**config.mk**
```make
export PLATFORM = sky130hd
export DESIGN_NAME = coproc_lane_alu
export DESIGN_NICKNAME = d
export VERILOG_FILES = /design/src/rtl/coproc_lane_alu.sv
export SDC_FILE = /design/constraint.sdc
export NUM_CORES = 2
export LEC_CHECK = 0
export ABC_AREA = 1
export ABC_CLOCK_PERIOD_IN_PS = 2300
export CAP_MARGIN = 20
export CORE_MARGIN = 3
export CORE_UTILIZATION = 55
export DETAILED_ROUTE_END_ITERATION = 7
export PLACE_DENSITY = 0.78
export SYNTH_ARGS = -nofsm -noshare
export SYNTH_HDL_FRONTEND = slang
export SYNTH_SLANG_ARGS = --single-unit
export TNS_END_PERCENT = 100
```
**constraint.sdc**
```tcl
create_clock -name clk -period 2.3 [get_ports clk]
set_clock_uncertainty 0.1 [all_clocks]
set_input_delay 0.23 -clock clk [delete_from_list [all_inputs] [get_ports clk]]
set_output_delay 0.23 -clock clk [all_outputs]
set_load 0.01 [all_outputs]
```
**src/rtl/coproc_lane_alu.sv**
```systemverilog
// Lane-wise streaming coprocessor: per-lane PASS/DELAY/ADD/SUB/XOR/ACC over a frame history.
// Latency 1 cycle (registered output); one frame per cycle sustained when dout_ready=1.
// Backpressure: din_ready = !dout_valid || dout_ready; a stalled result holds dout/dout_valid.
//
// Ports:
//   clk, rst (async, active-low)
//   din/din_valid/din_ready   : input frame handshake
//   mode, tap                 : operation select / history index, sampled on acceptance
//   clear                     : synchronous clear of history, accumulator and count
//   dout/dout_valid/dout_ready: registered result handshake
//   count                     : 16-bit accepted-frame counter (wraps)
// Optional build macro: COPROC_SATURATE_EN (ADD/SUB/ACC lanes saturate unsigned instead of wrapping).
// WIDTH must be a multiple of LANE_W; DEPTH must be a power of two (>= 2).

module coproc_lane_alu #(
    parameter int WIDTH  = 144,
    parameter int LANE_W = 8,
    parameter int DEPTH  = 4
) (
    input  logic                     clk,
    input  logic                     rst,
    input  logic [WIDTH-1:0]         din,
    input  logic                     din_valid,
    output logic                     din_ready,
    input  logic [2:0]               mode,
    input  logic [$clog2(DEPTH)-1:0] tap,
    input  logic                     clear,
    output logic [WIDTH-1:0]         dout,
    output logic                     dout_valid,
    input  logic                     dout_ready,
    output logic [15:0]              count
);

    localparam int LANES = WIDTH / LANE_W;

    localparam logic [2:0] MODE_PASS  = 3'd0;
    localparam logic [2:0] MODE_DELAY = 3'd1;
    localparam logic [2:0] MODE_ADD   = 3'd2;
    localparam logic [2:0] MODE_SUB   = 3'd3;
    localparam logic [2:0] MODE_XOR   = 3'd4;
    localparam logic [2:0] MODE_ACC   = 3'd5;

    // State
    logic [WIDTH-1:0] r_hist [DEPTH];
    logic [WIDTH-1:0] r_acc;
    logic [WIDTH-1:0] r_dout;
    logic             r_dout_valid;
    logic [15:0]      r_count;

    // Combinational
    logic             w_accept;
    logic [WIDTH-1:0] w_h0;
    logic [WIDTH-1:0] w_tap_val;
    logic [WIDTH-1:0] w_acc;
    logic [WIDTH-1:0] w_sum;
    logic [WIDTH-1:0] w_diff;
    logic [WIDTH-1:0] w_acc_next;
    logic [WIDTH-1:0] w_result;

    // Per-lane unsigned add; carries never leave the lane.
    function automatic logic [LANE_W-1:0] lane_add(input logic [LANE_W-1:0] a,
                                                   input logic [LANE_W-1:0] b);
`ifdef COPROC_SATURATE_EN
        logic [LANE_W:0] s;
        s = {1'b0, a} + {1'b0, b};
        return s[LANE_W] ? {LANE_W{1'b1}} : s[LANE_W-1:0];
`else
        return a + b;
`endif
    endfunction

    // Per-lane unsigned subtract; borrows never leave the lane.
    function automatic logic [LANE_W-1:0] lane_sub(input logic [LANE_W-1:0] a,
                                                   input logic [LANE_W-1:0] b);
`ifdef COPROC_SATURATE_EN
        logic [LANE_W:0] d;
        d = {1'b0, a} - {1'b0, b};
        return d[LANE_W] ? {LANE_W{1'b0}} : d[LANE_W-1:0];
`else
        return a - b;
`endif
    endfunction

    assign din_ready  = !r_dout_valid || dout_ready;
    assign w_accept   = din_valid && din_ready;
    assign dout       = r_dout;
    assign dout_valid = r_dout_valid;
    assign count      = r_count;

    // A clear coinciding with an accept makes the frame see zeroed history and
    // accumulator, so the operands are masked here rather than in the registers.
    assign w_h0      = clear ? '0 : r_hist[0];
    assign w_tap_val = clear ? '0 : r_hist[tap];
    assign w_acc     = clear ? '0 : r_acc;

    always_comb begin
        w_sum      = '0;
        w_diff     = '0;
        w_acc_next = '0;
        for (int l = 0; l < LANES; l++) begin
            w_sum[l*LANE_W +: LANE_W]      = lane_add(din[l*LANE_W +: LANE_W], w_h0[l*LANE_W +: LANE_W]);
            w_diff[l*LANE_W +: LANE_W]     = lane_sub(din[l*LANE_W +: LANE_W], w_h0[l*LANE_W +: LANE_W]);
            w_acc_next[l*LANE_W +: LANE_W] = lane_add(w_acc[l*LANE_W +: LANE_W], din[l*LANE_W +: LANE_W]);
        end
    end

    // Reserved modes 6 and 7 fall through to PASS.
    always_comb begin
        w_result = din;
        case (mode)
            MODE_PASS:  w_result = din;
            MODE_DELAY: w_result = w_tap_val;
            MODE_ADD:   w_result = w_sum;
            MODE_SUB:   w_result = w_diff;
            MODE_XOR:   w_result = din ^ w_h0;
            MODE_ACC:   w_result = w_acc_next;
            default:    w_result = din;
        endcase
    end

    // Single-stage output register: load on accept, drop valid when drained.
    // Clear deliberately leaves the output untouched.
    always_ff @(posedge clk or negedge rst) begin
        if (!rst) begin
            r_dout       <= '0;
            r_dout_valid <= 1'b0;
        end else if (w_accept) begin
            r_dout       <= w_result;
            r_dout_valid <= 1'b1;
        end else if (dout_ready) begin
            r_dout_valid <= 1'b0;
        end
    end

    // History shift register; hist[0] is the most recent previously accepted frame.
    always_ff @(posedge clk or negedge rst) begin
        if (!rst) begin
            for (int k = 0; k < DEPTH; k++) begin
                r_hist[k] <= '0;
            end
        end else if (w_accept) begin
            for (int k = DEPTH - 1; k > 0; k--) begin
                r_hist[k] <= clear ? '0 : r_hist[k-1];
            end
            r_hist[0] <= din;
        end else if (clear) begin
            for (int k = 0; k < DEPTH; k++) begin
                r_hist[k] <= '0;
            end
        end
    end

    // Accumulator moves only on ACC-mode accepts; otherwise only clear touches it.
    always_ff @(posedge clk or negedge rst) begin
        if (!rst) begin
            r_acc <= '0;
        end else if (w_accept && (mode == MODE_ACC)) begin
            r_acc <= w_acc_next;
        end else if (clear) begin
            r_acc <= '0;
        end
    end

    // Accepted-frame counter, wraps naturally at 16 bits.
    always_ff @(posedge clk or negedge rst) begin
        if (!rst) begin
            r_count <= '0;
        end else if (w_accept) begin
            r_count <= (clear ? 16'd0 : r_count) + 16'd1;
        end else if (clear) begin
            r_count <= '0;
        end
    end

endmodule

```
==> results.yml <==
yosys:
  yosys_warnings: 0
  async_flop_share_pct: 100
  synth-main-ff-cell: "dfrtp_1"
  synth-xor-area-share_pct: 2.97
  synth-adder-area-share_pct: 6.30
  synth_seq_cells: 881
  synth_fp_nets: 8460
  synth_cell_types: 51
  synth_top_family_by_area: "simple AND/OR/NAND/NOR gates"
  synth-edff-count: 0
  seq_area_frac_synth_pct: 37.9
  syn_area_per_cell_um2: 7.23
  synthSimpleGateAreaFrac_pct: 24.1
  synth.area.mux_share_pct: 0.0969
  synth_area_um2: 58100
  synth-compound-area-share_pct: 18.6
  syn_inst: 8035
run:
  maxCapViolations: 0
layout:
  fin_area_um2: 77900
  drive_gt1_share_pct: 22.7
  final_cell_count_no_fill: 10622
  syn_to_final_growth_pct: 34.1
  seq_area_um2: 22100
  multi_input_area_um2: 33300
  fillers: 7485
  final_nets: 9578
cts:
  worstSkewPairLatency_ns: 0.70
  cts_buffers: 101
  htreeDepth: 3
  clock-sinks: 881
  cts-root-buf: "clkbuf_16"
  tritoncts: "done"
  clk_pin_slew_ns: 0.06
  clock_path_buffers: 3
placed_design:
  io_buffers: 315
  place_inst: 10343
  globalplace.congestion: 0.991
  dpl-instance-area_um2: 71200
  hpwlAfterDp_um: 157000
global_route:
  grt_usage_pct: 39.6
  grt_max_degree: 110
  grt_overflow_total: 0
  grt_pass1_vias: 60742
  grt_pass1_wl_um: 341000
  antenna_found_initial: 28
detailed_routing:
  avgRoutedWirePerCell_um: 21.4
  viasPerCell: 6.09
  ant_nets: 0
  vias: 64685
  drt-pass1-iter-count: 7
  drtIter0Drc: 7799
  drc: 0
  routed_wl_um: 228000
power:
  seqPwrFrac_pct: 34.8
  p_leak_nw: 37.2
  p_clk_share_pct: 34.9
  p_per_area_nw_per_um2: 644
  p_total_mw: 50.1
  p_int_mw: 33.5
  switching_share_pct: 33.2
  switching_power_mw: 16.7
  max-vdd-ir-drop_uv: 648
  power_frac_comb_pct: 30.4
sta:
  fin_crit_sh_pct: 115
  slew_headroom_pct: 20.3
  finalHoldWorstSlack_ns: 0.0465
  tightest_slew_ns: 1.20
  max_freq_mhz: 377
  rsz0062_at_grt: "true"
  finalCriticalPeriod_ns: 2.65
  finalSetupViolCount: 58
  fin_ws_ns: -0.350
  hold_violations: 0
  drv_slew: 0
setup_path:
  r2r_setup_slack_ns: -0.35
  crit_start: "r_hist[513]"
  required_ns: 2.80
  r2r_start: "r_hist[513]"
  r2r_cells: 17
  start_kind: "flop"
  r2r_end: "dout[85]"
  critPathKind: "flop to flop"
  cp_max_fo: 4
  crit_end: "dout[85]"
  arrival_ns: 3.15
  end_kind: "flop"
floorplanning:
  core_area_um2: 104000
  dieArea_um2: 110000
  placement_rows: 118
  fp.dieW_um: 331
  io-pin-count: 316
  initial_core_util_pct: 55.7
  die_y_um: 331
status:
  violations: "setup timing"
  status: "complete, but fails checks"
min_path:
  hp-class: "input pin to flop"
-- final cells by class --
class | instances | area share (%)
repair buffers | 1489 | 17.5
diodes | 10 | 0.0321
inverters | 952 | 4.64
flip-flops and latches | 881 | 28.3
multi-input cells | 5728 | 42.8
well taps | 1380 | 2.22
clock buffers | 144 | 3.83
clock inverters | 38 | 0.724
-- per-layer routing --
metal,up-vias,share of wire (%),global-route usage (%),wire length [µm]
met2,3930,43,58.8,97200
met5,-,0.081,0,185
li1,28982,-,-,-
met4,26,5.5,17.5,12500
met3,901,13,12.8,29400
met1,30846,39,52.9,88400
-- what timing repair did --
item                                    CTS  global route
gates resized for setup                 165           515
buffers inserted                         35            52
gates cloned                              2             0
pin swaps                               132           382
endpoints found under the setup margin   76           112
hold endpoints to repair                656             0
hold buffers                              3             0
-- synthesized netlist by cell type (all sizes together) (17+ instances only) --
cell type	number	area share (%)
nor3	87	0.79
o21ai	1028	9.0
o22ai	233	2.5
or2	50	0.54
o31ai	45	0.58
dfrtp	881	38
xnor2	44	0.66
nand2	1792	12
o211ai	54	0.70
ha	235	5.1
a21oi	582	5.0
nand3	734	6.3
inv	952	6.2
xor2	153	2.3
buf	299	2.8
nor2	441	2.9
clkbuf	175	1.1
fa	36	1.2
a21boi	17	0.22
nand4	80	0.86
nand3b	52	0.67
-- power groups by stage --
| stage | Clock [mW] | Combinational (mW) | Sequential, mW |
|---|---|---|---|
| final | 17.5 | 15.2 | 17.4 |
| after global routing | 18.1 | 16.4 | 17.5 |
| after CTS | 17.6 | 13.5 | 17.3 |
| after detailed placement | 0 | 13.0 | 17.6 |
| after global placement | 0 | 12.7 | 17.6 |
| after floorplan | 0 | 6.70 | 17.4 |
-- worst min-delay path by stage --
| stage | endpoint | startpoint | depth (start not counted) |
|---|---|---|---|
| 2_1_floorplan | count[0] | rst | 0 |
| 3_3_place_gp | r_acc[68] | rst | 1 |
| 3_5_place_dp | r_acc[68] | rst | 1 |
| 4_1_cts | count[3] | clear | 4 |
| 5_1_grt | r_hist[354] | clear | 5 |
| 6_report | count[3] | clear | 4 |
-- through the flow --
step	utilization [%]	worst slack, ns	setup TNS (ns)
floorplan	-	-0.0407	-0.460
global placement	68.3	-0.784	-95.06
detailed placement	68.3	-0.843	-104.78
CTS	72.7	-0.210	-1.66
global route	74.7	-0.509	-15.76
finish	74.7	-0.350	-5.57
-- registers in the layout, summed over array words and instances, names as in the netlist --
register,flops
r_hist,576
dout,144
r_acc,144
count,16
dout_valid,1
-- cells by family after synthesis --
logic type,after synthesis
and+or+nand+nor,3252
muxes,5
xor gates and xnor gates,197
adders and majority gates,271
DFF,881
AOI/OAI and AO/OA,2003
buffers and inverters,1426
-- worst max-delay path, cell delays in order (launching register included) --
cell and delay [ns]:
dfrtp_1 0.42, o21ai_4 0.23, buf_4 0.15, nor2_2 0.04
xor2_1 0.22, inv_1 0.11, ha_4 0.30, nand2_2 0.06
inv_2 0.08, nand2_2 0.07, nand2_2 0.09, nand2_1 0.08
nand2_1 0.10, nand2_1 0.09, nand3_1 0.08, nand4_1 0.13
nand2_2 0.11, nand2_1 0.06
-- cells in the final DEF, fill, tap and decap left out, drive strengths merged, types with 6 or more instances in the layout --
cell | Yosys | final
xor2 | 153 | 153
fa | 36 | 36
buf | 299 | 1173
a31o | 11 | 11
and2 | 9 | 9
inv | 952 | 953
diode | 0 | 10
o31ai | 45 | 45
a21oi | 582 | 582
a31oi | 16 | 16
nand3b | 52 | 52
clkbuf | 175 | 145
nand2 | 1792 | 1792
o211ai | 54 | 54
nor2 | 441 | 441
bufinv | 0 | 13
dfrtp | 881 | 881
nor3b | 7 | 7
or2 | 50 | 50
clkdlybuf4s50 | 0 | 308
ha | 235 | 235
clkinv | 0 | 19
o21ai | 1028 | 1028
nand3 | 734 | 734
a21boi | 17 | 17
nand4 | 80 | 80
nor3 | 87 | 87
xnor2 | 44 | 44
o21bai | 6 | 6
o22ai | 233 | 233
No activity file was read; power rests on OpenSTA's default activity.
